$ cat src/rtl/tx_pattern_gen.sv
// rtl/tx_pattern_gen.sv - multi-lane PRBS/fixed pattern source with error injection and driver strength ramp
// PRBS7/15/31 Fibonacci LFSR unrolled N_LANES bits per clk; thermometer driver codes ramp one step per tick.
module tx_pattern_gen #(
  parameter int N_LANES  = 16,
  parameter int N_DRV    = 40,
  parameter int N_CODE   = 6,
  parameter int RAMP_DIV = 4
) (
  input  logic               clk,
  input  logic               rst_n,
  input  logic               cke,
  input  logic [1:0]         mode,
  input  logic [N_LANES-1:0] fixed_pat,
  input  logic               inj_err,
  input  logic               inv,
  input  logic [N_CODE-1:0]  code_n,
  input  logic [N_CODE-1:0]  code_p,
  output logic [N_LANES-1:0] dout,
  output logic [N_DRV-1:0]   ctl_n,
  output logic [N_DRV-1:0]   ctl_p,
  output logic               ramp_busy,
  output logic [15:0]        err_cnt
);

  localparam int                CW       = (RAMP_DIV > 1) ? $clog2(RAMP_DIV) : 1;
  localparam logic [CW-1:0]     CNT_MAX  = CW'(RAMP_DIV - 1);
  localparam logic [N_CODE-1:0] DRV_MAX  = N_CODE'(N_DRV);
  localparam logic [1:0]        MODE_FIX = 2'd3;

  logic [30:0]        lfsr_q, lfsr_d;
  logic [1:0]         mode_q;
  logic [N_LANES-1:0] dout_q, dout_d;
  logic [15:0]        err_q, err_d;
  logic               inj_q1, inj_q2;
  logic               armed_q, armed_d;
  logic [CW-1:0]      cnt_q, cnt_d;
  logic [N_CODE-1:0]  cur_n_q, cur_n_d, cur_p_q, cur_p_d;
  logic [N_DRV-1:0]   ctl_n_q, ctl_p_q;

  logic [30:0]        mask, seed, s;
  logic               fb;
  logic [N_LANES-1:0] prbs_word, word;
  logic               rise, pend, tick;
  logic [N_CODE-1:0]  tgt_n, tgt_p;

  function automatic logic [N_DRV-1:0] thermo(input logic [N_CODE-1:0] c);
    logic [N_DRV-1:0] t;
    t = '0;
    for (int k = 0; k < N_DRV; k++) t[k] = (N_CODE'(k) < c);
    return t;
  endfunction

  function automatic logic [N_CODE-1:0] ramp_step(input logic [N_CODE-1:0] cur,
                                                  input logic [N_CODE-1:0] tgt);
    if (cur < tgt)      return cur + N_CODE'(1);
    else if (cur > tgt) return cur - N_CODE'(1);
    else                return cur;
  endfunction

  // Only the active L bits matter; a mode change or a zero state restarts from all-ones.
  always_comb begin
    case (mode)
      2'd0:    mask = 31'h0000_007F;
      2'd1:    mask = 31'h0000_7FFF;
      default: mask = 31'h7FFF_FFFF;
    endcase
    seed = lfsr_q;
    if ((mode != mode_q) || ((lfsr_q & mask) == 31'd0)) seed = mask;
    s         = seed;
    fb        = 1'b0;
    prbs_word = '0;
    for (int i = 0; i < N_LANES; i++) begin
      case (mode)
        2'd0:    fb = s[6] ^ s[5];
        2'd1:    fb = s[14] ^ s[13];
        default: fb = s[30] ^ s[27];
      endcase
      prbs_word[i] = fb;
      s = {s[29:0], fb} & mask;
    end
  end

  always_comb begin
    rise    = inj_q1 & ~inj_q2;
    pend    = armed_q | rise;
    word    = (mode == MODE_FIX) ? fixed_pat : prbs_word;
    lfsr_d  = seed;
    dout_d  = dout_q;
    armed_d = pend;
    err_d   = err_q;
    if (cke) begin
      if (mode != MODE_FIX) lfsr_d = s;
      word[0] = word[0] ^ pend;
      dout_d  = word ^ {N_LANES{inv}};
      armed_d = 1'b0;
      if (pend && (err_q != 16'hFFFF)) err_d = err_q + 16'd1;
    end
  end

  always_comb begin
    tick    = (cnt_q == CNT_MAX);
    cnt_d   = tick ? '0 : cnt_q + CW'(1);
    tgt_n   = (code_n > DRV_MAX) ? DRV_MAX : code_n;
    tgt_p   = (code_p > DRV_MAX) ? DRV_MAX : code_p;
    cur_n_d = tick ? ramp_step(cur_n_q, tgt_n) : cur_n_q;
    cur_p_d = tick ? ramp_step(cur_p_q, tgt_p) : cur_p_q;
  end

  // ctl is registered from the next code so it always matches the current code and ramp_busy.
  always_ff @(posedge clk or negedge rst_n) begin
    if (!rst_n) begin
      lfsr_q  <= '1;
      mode_q  <= 2'd0;
      dout_q  <= '0;
      err_q   <= 16'd0;
      inj_q1  <= 1'b0;
      inj_q2  <= 1'b0;
      armed_q <= 1'b0;
      cnt_q   <= '0;
      cur_n_q <= '0;
      cur_p_q <= '0;
      ctl_n_q <= '0;
      ctl_p_q <= '0;
    end else begin
      lfsr_q  <= lfsr_d;
      mode_q  <= mode;
      dout_q  <= dout_d;
      err_q   <= err_d;
      inj_q1  <= inj_err;
      inj_q2  <= inj_q1;
      armed_q <= armed_d;
      cnt_q   <= cnt_d;
      cur_n_q <= cur_n_d;
      cur_p_q <= cur_p_d;
      ctl_n_q <= thermo(cur_n_d);
      ctl_p_q <= thermo(cur_p_d);
    end
  end

  assign dout      = dout_q;
  assign err_cnt   = err_q;
  assign ctl_n     = ctl_n_q;
  assign ctl_p     = ctl_p_q;
  assign ramp_busy = (cur_n_q != tgt_n) || (cur_p_q != tgt_p);

endmodule

$ cat config.mk
export PLATFORM = sky130hd
export DESIGN_NAME = tx_pattern_gen
export DESIGN_NICKNAME = d
export VERILOG_FILES = /design/src/rtl/tx_pattern_gen.sv
export SDC_FILE = /design/constraint.sdc
export NUM_CORES = 1
export LEC_CHECK = 0
export CORE_AREA = 3 3 171 173
export CTS_BUF_LIST = sky130_fd_sc_hd__clkbuf_16
export DETAILED_ROUTE_END_ITERATION = 12
export DIE_AREA = 0 0 174 176
export SLEW_MARGIN = 20
export SYNTH_ARGS = -nofsm -noshare
export SYNTH_HDL_FRONTEND = slang
export SYNTH_SLANG_ARGS = --single-unit
$ cat constraint.sdc
create_clock -name clk -period 3.2 [get_ports clk]
set_input_delay 0.48 -clock clk [delete_from_list [all_inputs] [get_ports clk]]
set_output_delay 0.48 -clock clk [all_outputs]
set_load 0.02 [all_outputs]
# ---- Word level (Yosys, flattened, before mapping)
# Cells that the tools add are included.
dict set report word_totals {
  ff_bits 162
  input_bits 35
  out_inout_bits 113
  elab_cells 219
}
dict set report op_classes {
  add_sub_neg 6
  magnitude_cmp 86
  n_eq_ne 8
  mux 31
  n_bitwise 70
  n_reduce_logical 6
}
# cell count
set ops {}
lappend ops {{AND 31 bit} 17}
lappend ops {{less-than comparator 5 x 6 -> 1 bit (first input constant)} 32}
lappend ops {{less-than comparator 4 x 6 -> 1 bit (first input constant)} 16}
lappend ops {{less-than comparator 6 bit (first input constant)} 16}
lappend ops {{two-way mux 31 bit} 3}
lappend ops {{one-hot mux 31 bit (2 select lines)} 1}
lappend ops {{bitwise XOR 1 bit} 49}
lappend ops {{less-than comparator 3 x 6 -> 1 bit (first input constant)} 8}
lappend ops {{two-way mux 6 bit} 8}
lappend ops {{one-hot mux 1 bit (2 select lines)} 16}
lappend ops {{logical NOT 31 bit} 1}
lappend ops {{less-than comparator 1 x 6 -> 1 bit (first input constant)} 4}
lappend ops {{less-than comparator 2 x 6 -> 1 bit (first input constant)} 4}
lappend ops {{adder 16 x 1 -> 16 bit (second input constant)} 1}
lappend ops {{two-way mux 16 bit} 1}
lappend ops {{!= test 16 bit (second input constant)} 1}
lappend ops {{bitwise XOR 16 bit} 1}
lappend ops {{adder 6 x 1 -> 6 bit (second input constant)} 2}
lappend ops {{> comparator 6 bit} 2}
lappend ops {{> comparator 6 bit (second input constant)} 2}
lappend ops {{less-than comparator 6 bit} 2}
lappend ops {{!= test 6 bit} 2}
lappend ops {{subtractor 6 x 1 -> 6 bit (second input constant)} 2}
lappend ops {{equality test 2 bit (second input constant)} 2}
lappend ops {{other kinds (13)} 14}

# ---- Longest topological paths before layout
# Gate-level depths: netlist of the first run.
dict set report depth {
  depth_word 56
  mapped_depth 13
  depth_no_buf 12
}

# ---- Worst setup path before layout of the first run
# Ideal clock, no wire load.
dict set report synth_path {
  kind {input -> register}
  start {input port code_p[4]}
  end {register ctl_p_q[0] (netlist: ctl_p[0])}
  setup_time_ns 0.142
  arrival_ns 2.859
  required_time_ns 3.058
  path_slack_ns 0.200
  path_stages 13
  n_path_buf 1
  path_cell_list {o21ai_0 -> nand2_1 -> ha_1 -> nor2b_1 -> o21a_1 -> o21a_1 -> o21ai_2 -> mux2i_1 -> xnor2_2 -> inv_1 -> nor3_4 -> buf_2 -> nand3_1}
}
dict set report synth_between {
  elab_chain_cells 7
  elab_cells_between_ends 8
  classes_between {order compare (4); mux (4)}
}
# item line
set synth_lines {}
lappend synth_lines {{from (decl)} 17} ;# input logic [N_CODE-1:0] code_p,
lappend synth_lines {{> comparator 6 bit} 104} ;# tgt_p = (code_p > DRV_MAX) ? DRV_MAX : code_p;
lappend synth_lines {{two-way mux 6 bit (*)} 104}
lappend synth_lines {{> comparator 6 bit} 56} ;# else if (cur > tgt) return cur - N_CODE'(1);
lappend synth_lines {{two-way mux 6 bit} 56}
lappend synth_lines {{two-way mux 6 bit (*)} 55} ;# if (cur < tgt) return cur + N_CODE'(1);
lappend synth_lines {{two-way mux 6 bit (*)} 106} ;# cur_p_d = tick ? ramp_step(cur_p_q, tgt_p) : cur_p_q;
lappend synth_lines {{named net cur_p_d[3]} 37} ;# logic [N_CODE-1:0] cur_n_q, cur_n_d, cur_p_q, cur_p_d;
lappend synth_lines {{less-than comparator 1 x 6 -> 1 bit (*)} 49} ;# for (int k = 0; k < N_DRV; k++) t[k] = (N_CODE'(k) < c);
lappend synth_lines {{to (signal assigned)} 136} ;# ctl_p_q <= thermo(cur_p_d);
lappend synth_lines {{to (decl)} 38} ;# logic [N_DRV-1:0] ctl_n_q, ctl_p_q;
# Mark *: on every way through the listed nets, which the timed path passes. The rest lies on a longest branch.
# A chain may end at the register's enable or synchronous reset.

# ---- Worst setup path after layout of the first run
dict set report layout_path {
  start {input port code_p[4]}
  end {register ctl_p_q[13] (netlist: ctl_p[13])}
}
dict set report layout_between {
  elab_chain_cells 7
  elab_cells_between_ends 8
  classes_between {order compare (4); mux (4)}
}
# item line
set layout_lines {}
lappend layout_lines {{> comparator 6 bit} 104}
lappend layout_lines {{two-way mux 6 bit (*)} 104}
lappend layout_lines {{> comparator 6 bit} 56}
lappend layout_lines {{two-way mux 6 bit} 56}
lappend layout_lines {{two-way mux 6 bit (*)} 55}
lappend layout_lines {{two-way mux 6 bit (*)} 106}
lappend layout_lines {{named net cur_p_d[1]} 37}
lappend layout_lines {{less-than comparator 4 x 6 -> 1 bit (*)} 49}
# Marked as above.

==> results.md, run 1 <==
* Via-to-Cell Ratio at 4.87
* Final Hold Viols at 0
* Vias in the first global route at 6898
* WL final at 23300 um
* Filler cells at 2760
* Post-route setup slack at 0.194 ns
* Most common cell after layout, fill and taps aside: clkdlybuf4s50_1
* Leak pwr at 4.68 nW
* N_diodes at 0
* Grt total ovfl at 0
* Most used DFF post-synth: dfrtp_1
* DP Wirelength at 17200 um
* Placed Instances at 1393
* Max_slew headroom at 0.516
* DRT Pass-1 Iters at 7
* Crit Path Max Fanout at 4
* Routed Antenna Nets at 0
* CTS tree: built
* Area growth, synth to finish at 36.7%
* Length in cells of the worst reg-to-reg path at 10
* R2R Path Start: cur_n_q[3]$_DFF_PN0_
* Non-Filler Instances at 1425
* Initial antenna violation count at 0
* Mapped Cells at 828
* Clock buffer depth at 2
* Clk_lat worst skew at 0.43 ns
* Share of layout cells above drive strength 1 at 0.198
* Mapped Nets at 881
* VDD IR max at 0.000458 V
* Setup crit start: code_p[4]
* First-pass GRT wire length at 37900 um
* DRC Markers at 0
* Sequential area share after synthesis at 0.485
* Synthesized area at 8330 sq um
* Final setup viols at 0
* Die ar. at 30600 sq um
* Commonest non-fill, non-tap cells in the layout: clkdlybuf4s50_1 (145), dfrtp_1 (129), buf_4 (88), nand2_1 (85), a21oi_1 (62)
* HP Class: input port to async pin
* CP startpoint kind: input port
* WL/cell at 16.4 um
* Least-Margin Pin Slew at 0.726 ns
* Largest net degree at the start of global routing at 79
* Hold Slack at 0.0886 ns
* Fmax at 0.333 GHz
* Seq cells post-synth at 160
* Tmin final at 3.01 ns
* Cell variety after synth at 77
* Root Buffer: clkbuf_16
* Core area at 27800 sq um
* DR iter-0 viols at 353
* Final worst path period share at 0.939
* Avg Cell Area, Syn at 10.1 sq um
* PwrDens at 861 nW/um^2
* Starting Density at 0.300
* Skew final at 0.0157 ns
* Setup CP Type: input port to flop
* Clock H-tree levels at 4
* Required time of the critical path at 3.49 ns
* Max-cap viol count at 0
* Fin. max-slew vios at 0
* Worst EP arrival at 3.30 ns
* Final Wtd Congestion at 0.924
* Status: finished clean
* Dpl ws at -0.379 ns
* Horiz. Die Dim at 174 um
* Vias at 6944
* Clk slew on worst S/H paths at 0.07 ns
* Post-synth EDFFs at 0
* CP Capture Type: flop
* Top-level I/O count at 148
* Post-CTS Setup Inserts at 0
* Gr usage total at 0.153
* Rows at 61
* Die height at 176 um
* Ys async rst share at 1.00
* Warnings from Yosys at 0
* Clock sink count at 160
* Fin nets at 1087
* PortBufs at 147
* Inserted Clock Buffers at 17
-- synthesized netlist by cell type, types with 5 or more instances --
cell / count / area (sq um)
buf_4: 5 / 37.5
nand3_1: 33 / 165
and3_1: 6 / 37.5
nor4_1: 10 / 62.6
o211ai_1: 15 / 113
buf_2: 17 / 85.1
o21ai_2: 9 / 78.8
xor2_1: 28 / 245
clkbuf_1: 26 / 97.6
dfstp_2: 31 / 815
xnor2_1: 42 / 368
nor2_1: 48 / 180
nor3_1: 12 / 60.1
nor2b_1: 6 / 37.5
o31ai_1: 6 / 45.0
nand4_1: 8 / 50.1
o22ai_1: 9 / 56.3
mux2i_1: 15 / 150
nand2b_1: 8 / 50.1
nand2_1: 85 / 319
inv_1: 22 / 82.6
a21oi_1: 64 / 320
o21ai_1: 6 / 30.0
dfrtp_1: 129 / 3230
ha_1: 18 / 225
o311ai_0: 6 / 52.6
o21ai_0: 55 / 275
mux2_2: 10 / 113
-- state kept, by name, summed over array words and instances, names as in the netlist --
| signal | cells |
|---|---|
| err_cnt | 16 |
| dout | 16 |
| cnt_q | 2 |
| inj_q2 | 1 |
| cur_p_q | 5 |
| armed_q | 1 |
| lfsr_q | 31 |
| mode_q | 2 |
| ctl_p | 40 |
| ctl_n | 40 |
| cur_n_q | 5 |
| inj_q1 | 1 |
-- per-stage QoR --
stage                util    TNS, ns  power [mW]  instance area, sq um
floorplan               -          0        5.58                  8330
global placement    0.388     -15.94        7.74                 10800
detailed placement  0.388     -19.22        7.79                 10800
finish              0.410          0        9.80                 11400
CTS                 0.409          0        9.90                 11400
global route        0.410  -0.000309        10.4                 11400
-- routing by layer --
| metal | part of all wire | global-route usage | vias to the layer above | wire length (um) |
|---|---|---|---|---|
| li1 | - | - | 3339 | - |
| met1 | 0.45 | 0.204 | 3370 | 10400 |
| met2 | 0.49 | 0.255 | 203 | 11500 |
| met3 | 0.047 | 0.0316 | 32 | 1090 |
| met4 | 0.016 | 0.0365 | 0 | 366 |
| met5 | 0 | 0 | - | 0 |
-- report_power, final --
| group | switching [mW] | internal, mW | leakage [nW] | total, mW |
|---|---|---|---|---|
| Clock | 0.937 | 1.10 | 0.291 | 2.04 |
| Sequential | 0.469 | 2.69 | 1.84 | 3.16 |
| Combinational | 2.44 | 2.16 | 2.55 | 4.60 |
-- area by class of cell --
cell class                 count  area (sq um)  area share
clock inverter                15           151      0.0133
timing repair buffer         240          2230       0.196
sequential                   160          4040       0.355
clock buffer                  17           425      0.0374
tap                          378           473      0.0415
inverter                      26          97.6     0.00857
multi-input combinational    589          3960       0.348
-- path summary, 6_finish.rpt --
kind / end / slack (ns)
min: dout[11]$_DFFE_PN0P_ / 0.09
min reg2reg: inj_q2$_DFF_PN0_ / 0.38
max in group asynchronous: lfsr_q[19]$_DFF_PN1_ / 2.33
max reg2reg: ctl_n[9]$_DFF_PN0_ / 0.35
max: ctl_p[13]$_DFF_PN0_ / 0.19
min in group clk: inj_q2$_DFF_PN0_ / 0.38
-- critical path, cell delays in order --
cell and delay (ns):
clkdlybuf4s50_1 0.42, o21ai_1 0.20, nand2_1 0.09, ha_1 0.28, nor2b_1 0.13, o21a_1 0.16
o21a_1 0.22, o21a_1 0.23, buf_4 0.15, a21oi_1 0.14, a2bb2oi_1 0.35, inv_1 0.10
o311ai_0 0.36
-- cells by family after synthesis --
| family | after synthesis | synth area share |
|---|---|---|
| xor+xnor | 77 | 0.0901 |
| compound gates | 220 | 0.170 |
| fa+ha+maj | 18 | 0.0270 |
| buf+inv | 79 | 0.0431 |
| mux | 27 | 0.0356 |
| flops | 160 | 0.485 |
| simple gates | 247 | 0.149 |
-- repair_timing --
item,CTS,global route
hold buffers,0,0
setup endpoints to repair,1,25
resized for setup,1,8
pin swaps,0,1
Note: power is estimated with default switching activity, not from simulation.
==> run 2: changes to the inputs <==
--- a/config.mk
+++ b/config.mk
@@ -9,6 +9,7 @@
 export CTS_BUF_LIST = sky130_fd_sc_hd__clkbuf_16
 export DETAILED_ROUTE_END_ITERATION = 12
 export DIE_AREA = 0 0 174 176
+export SKIP_CTS_REPAIR_TIMING = 1
 export SLEW_MARGIN = 20
 export SYNTH_ARGS = -nofsm -noshare
 export SYNTH_HDL_FRONTEND = slang
==> results.md, run 2 (synthesis results as in run 1) <==
* Fmax at 0.333 GHz (+0.16%)
* Most common cell after layout, fill and taps aside: clkdlybuf4s50_1
* Vias in the first global route at 6898 (unchanged)
* CP startpoint kind: input port
* Required time of the critical path at 3.47 ns (-0.02 ns)
* DR iter-0 viols at 351 (-0.57%)
* Clk_lat worst skew at 0.43 ns (about the same)
* Die ar. at 30600 sq um (unchanged)
* Clock buffer depth at 2 (unchanged)
* Overall Power at 9.80 mW (about the same)
* Clock H-tree levels at 4 (unchanged)
* DP Wirelength at 17200 um (unchanged)
* Initial antenna violation count at 0 (unchanged)
* R2R Path Start: cur_n_q[3]$_DFF_PN0_
* Dpl ws at -0.379 ns (unchanged)
* Skew final at 0.0176 ns (+0.00195 ns)
* CTS tree: built
* Area growth, synth to finish at 36.7% (about the same)
* Clock sink count at 160 (unchanged)
* Setup TNS at 0 ns (unchanged)
* N_diodes at 0 (unchanged)
* R2r setup slk at 0.35 ns (about the same)
* First-pass GRT wire length at 37900 um (unchanged)
* Least-Margin Pin Slew at 0.726 ns (+0.000799 ns)
* Placed inst area at 10800 sq um (unchanged)
* DRT Pass-1 Iters at 5 (-2)
* Design area at 11400 sq um (about the same)
* Max-cap viol count at 0 (unchanged)
* Crit Path Max Fanout at 36 (+32)
* Clk slew on worst S/H paths at 0.07 ns (about the same)
* Max_slew headroom at 0.516 (-0.000533)
* Sw Ratio at 0.392 (about the same)
* Largest net degree at the start of global routing at 79 (unchanged)
* WL/cell at 16.4 um (about the same)
* Top-level I/O count at 148 (unchanged)
* Worst EP arrival at 3.27 ns (-0.03 ns)
* Fin nets at 1087 (unchanged)
* PwrDens at 860 nW/um^2 (about the same)
* Gr usage total at 0.153 (unchanged)
* Core area at 27800 sq um (unchanged)
* Setup CP Type: input port to flop
* Commonest non-fill, non-tap cells in the layout: clkdlybuf4s50_1 (145), dfrtp_1 (129), buf_4 (88), nand2_1 (85), a21oi_1 (62)
* Total net switching power at 3.84 mW (-0.11%)
* Final Util at 0.410 (about the same)
* Routed Antenna Nets at 0 (unchanged)
* Final setup viols at 0 (unchanged)
* Grt total ovfl at 0 (unchanged)
* WL final at 23300 um (about the same)
* Clock network fraction of design power at 0.208 (about the same)
* Reg-to-Reg End: ctl_n[8]$_DFF_PN0_
* Root Buffer: clkbuf_16
* Starting Density at 0.300 (unchanged)
* HP Class: input port to async pin
* Final Wtd Congestion at 0.924 (unchanged)
* DRC Markers at 0 (unchanged)
* CP Capture Type: flop
* Combinational Power Share at 0.469 (about the same)
* Status: finished clean
* Length in cells of the worst reg-to-reg path at 10 (unchanged)
* Leak pwr at 4.68 nW (about the same)
* PortBufs at 147 (unchanged)
* Seq pwr share at 0.323 (about the same)
* Post-route setup slack at 0.199 ns (+0.00486 ns)
* Rows at 61 (unchanged)
* VDD IR max at 0.000457 V (about the same)
* Inserted Clock Buffers at 17 (unchanged)
* Share of layout cells above drive strength 1 at 0.198 (unchanged)
* Fin. max-slew vios at 0 (unchanged)
* Die height at 176 um (unchanged)
* Vias at 6946 (+0.029%)
* Horiz. Die Dim at 174 um (unchanged)
* Tmin final at 3.00 ns (-0.00486 ns)
* Via-to-Cell Ratio at 4.87 (about the same)
* Final worst path period share at 0.938 (-0.00152)
* Pint at 5.95 mW (about the same)
* Final Hold Viols at 0 (unchanged)
## run 2: cell types whose count changed in the layout (fill, tap and decap cells not counted), sizes merged
| cell | before | now |
|---|---|---|
| dlymetal6s2s | 0 | 1 |
| dlygate4sd2 | 1 | 0 |
## run 2: layer usage
metal	part of all wire	up-vias	GRT usage	wire, um
met2	0.49	206	0.255	11500
met4	0.015	0	0.0365	361
met5	0	-	0	0
met1	0.44	3369	0.204	10400
li1	-	3341	-	-
met3	0.048	30	0.0316	1120
## run 2: stage by stage
stage                     instances  hold slack [ns]
after floorplan                 828            0.184
after global placement         1393            0.366
after detailed placement       1393            0.367
after CTS                      1425            0.119
after global routing           1425            0.145
final                          1425           0.0921
## run 2: power by group through the flow
stage               combinational (mW)  sequential, mW  clock, mW
floorplan                         1.91            3.67          0
global placement                  4.53            3.21          0
detailed placement                4.59            3.20          0
CTS                               4.61            3.17       2.11
global route                      4.99            3.24       2.21
finish                            4.60            3.16       2.04
## run 2: worst max path at each step
stage | cells after the start | start | endpoint
2_1_floorplan | 13 | code_p[4] | ctl_p[0]$_DFF_PN0_
3_3_place_gp | 13 | code_p[4] | ctl_p[13]$_DFF_PN0_
3_5_place_dp | 13 | code_p[4] | ctl_p[22]$_DFF_PN0_
4_1_cts | 9 | code_p[4] | ramp_busy
5_1_grt | 14 | code_p[4] | ctl_p[13]$_DFF_PN0_
6_report | 14 | code_p[4] | ctl_p[13]$_DFF_PN0_
## run 2: cell type report
class / count / area, sq um
fill: 2762 / 16400
sequential: 160 / 4040
multi-input combinational: 589 / 3960
timing repair buffer: 240 / 2240
tap: 378 / 473
clock buffer: 17 / 425
clock inverter: 15 / 151
inverter: 26 / 97.6
## run 2: worst max-delay path: stages
cell	delay [ns]
clkdlybuf4s50_1	0.42
o21ai_1	0.20
nand2_1	0.09
ha_1	0.28
nor2b_1	0.13
o21a_1	0.16
o21a_1	0.22
o21a_1	0.23
buf_4	0.15
nor2_1	0.11
a31oi_1	0.14
xor2_2	0.28
buf_12	0.22
o311ai_0	0.17
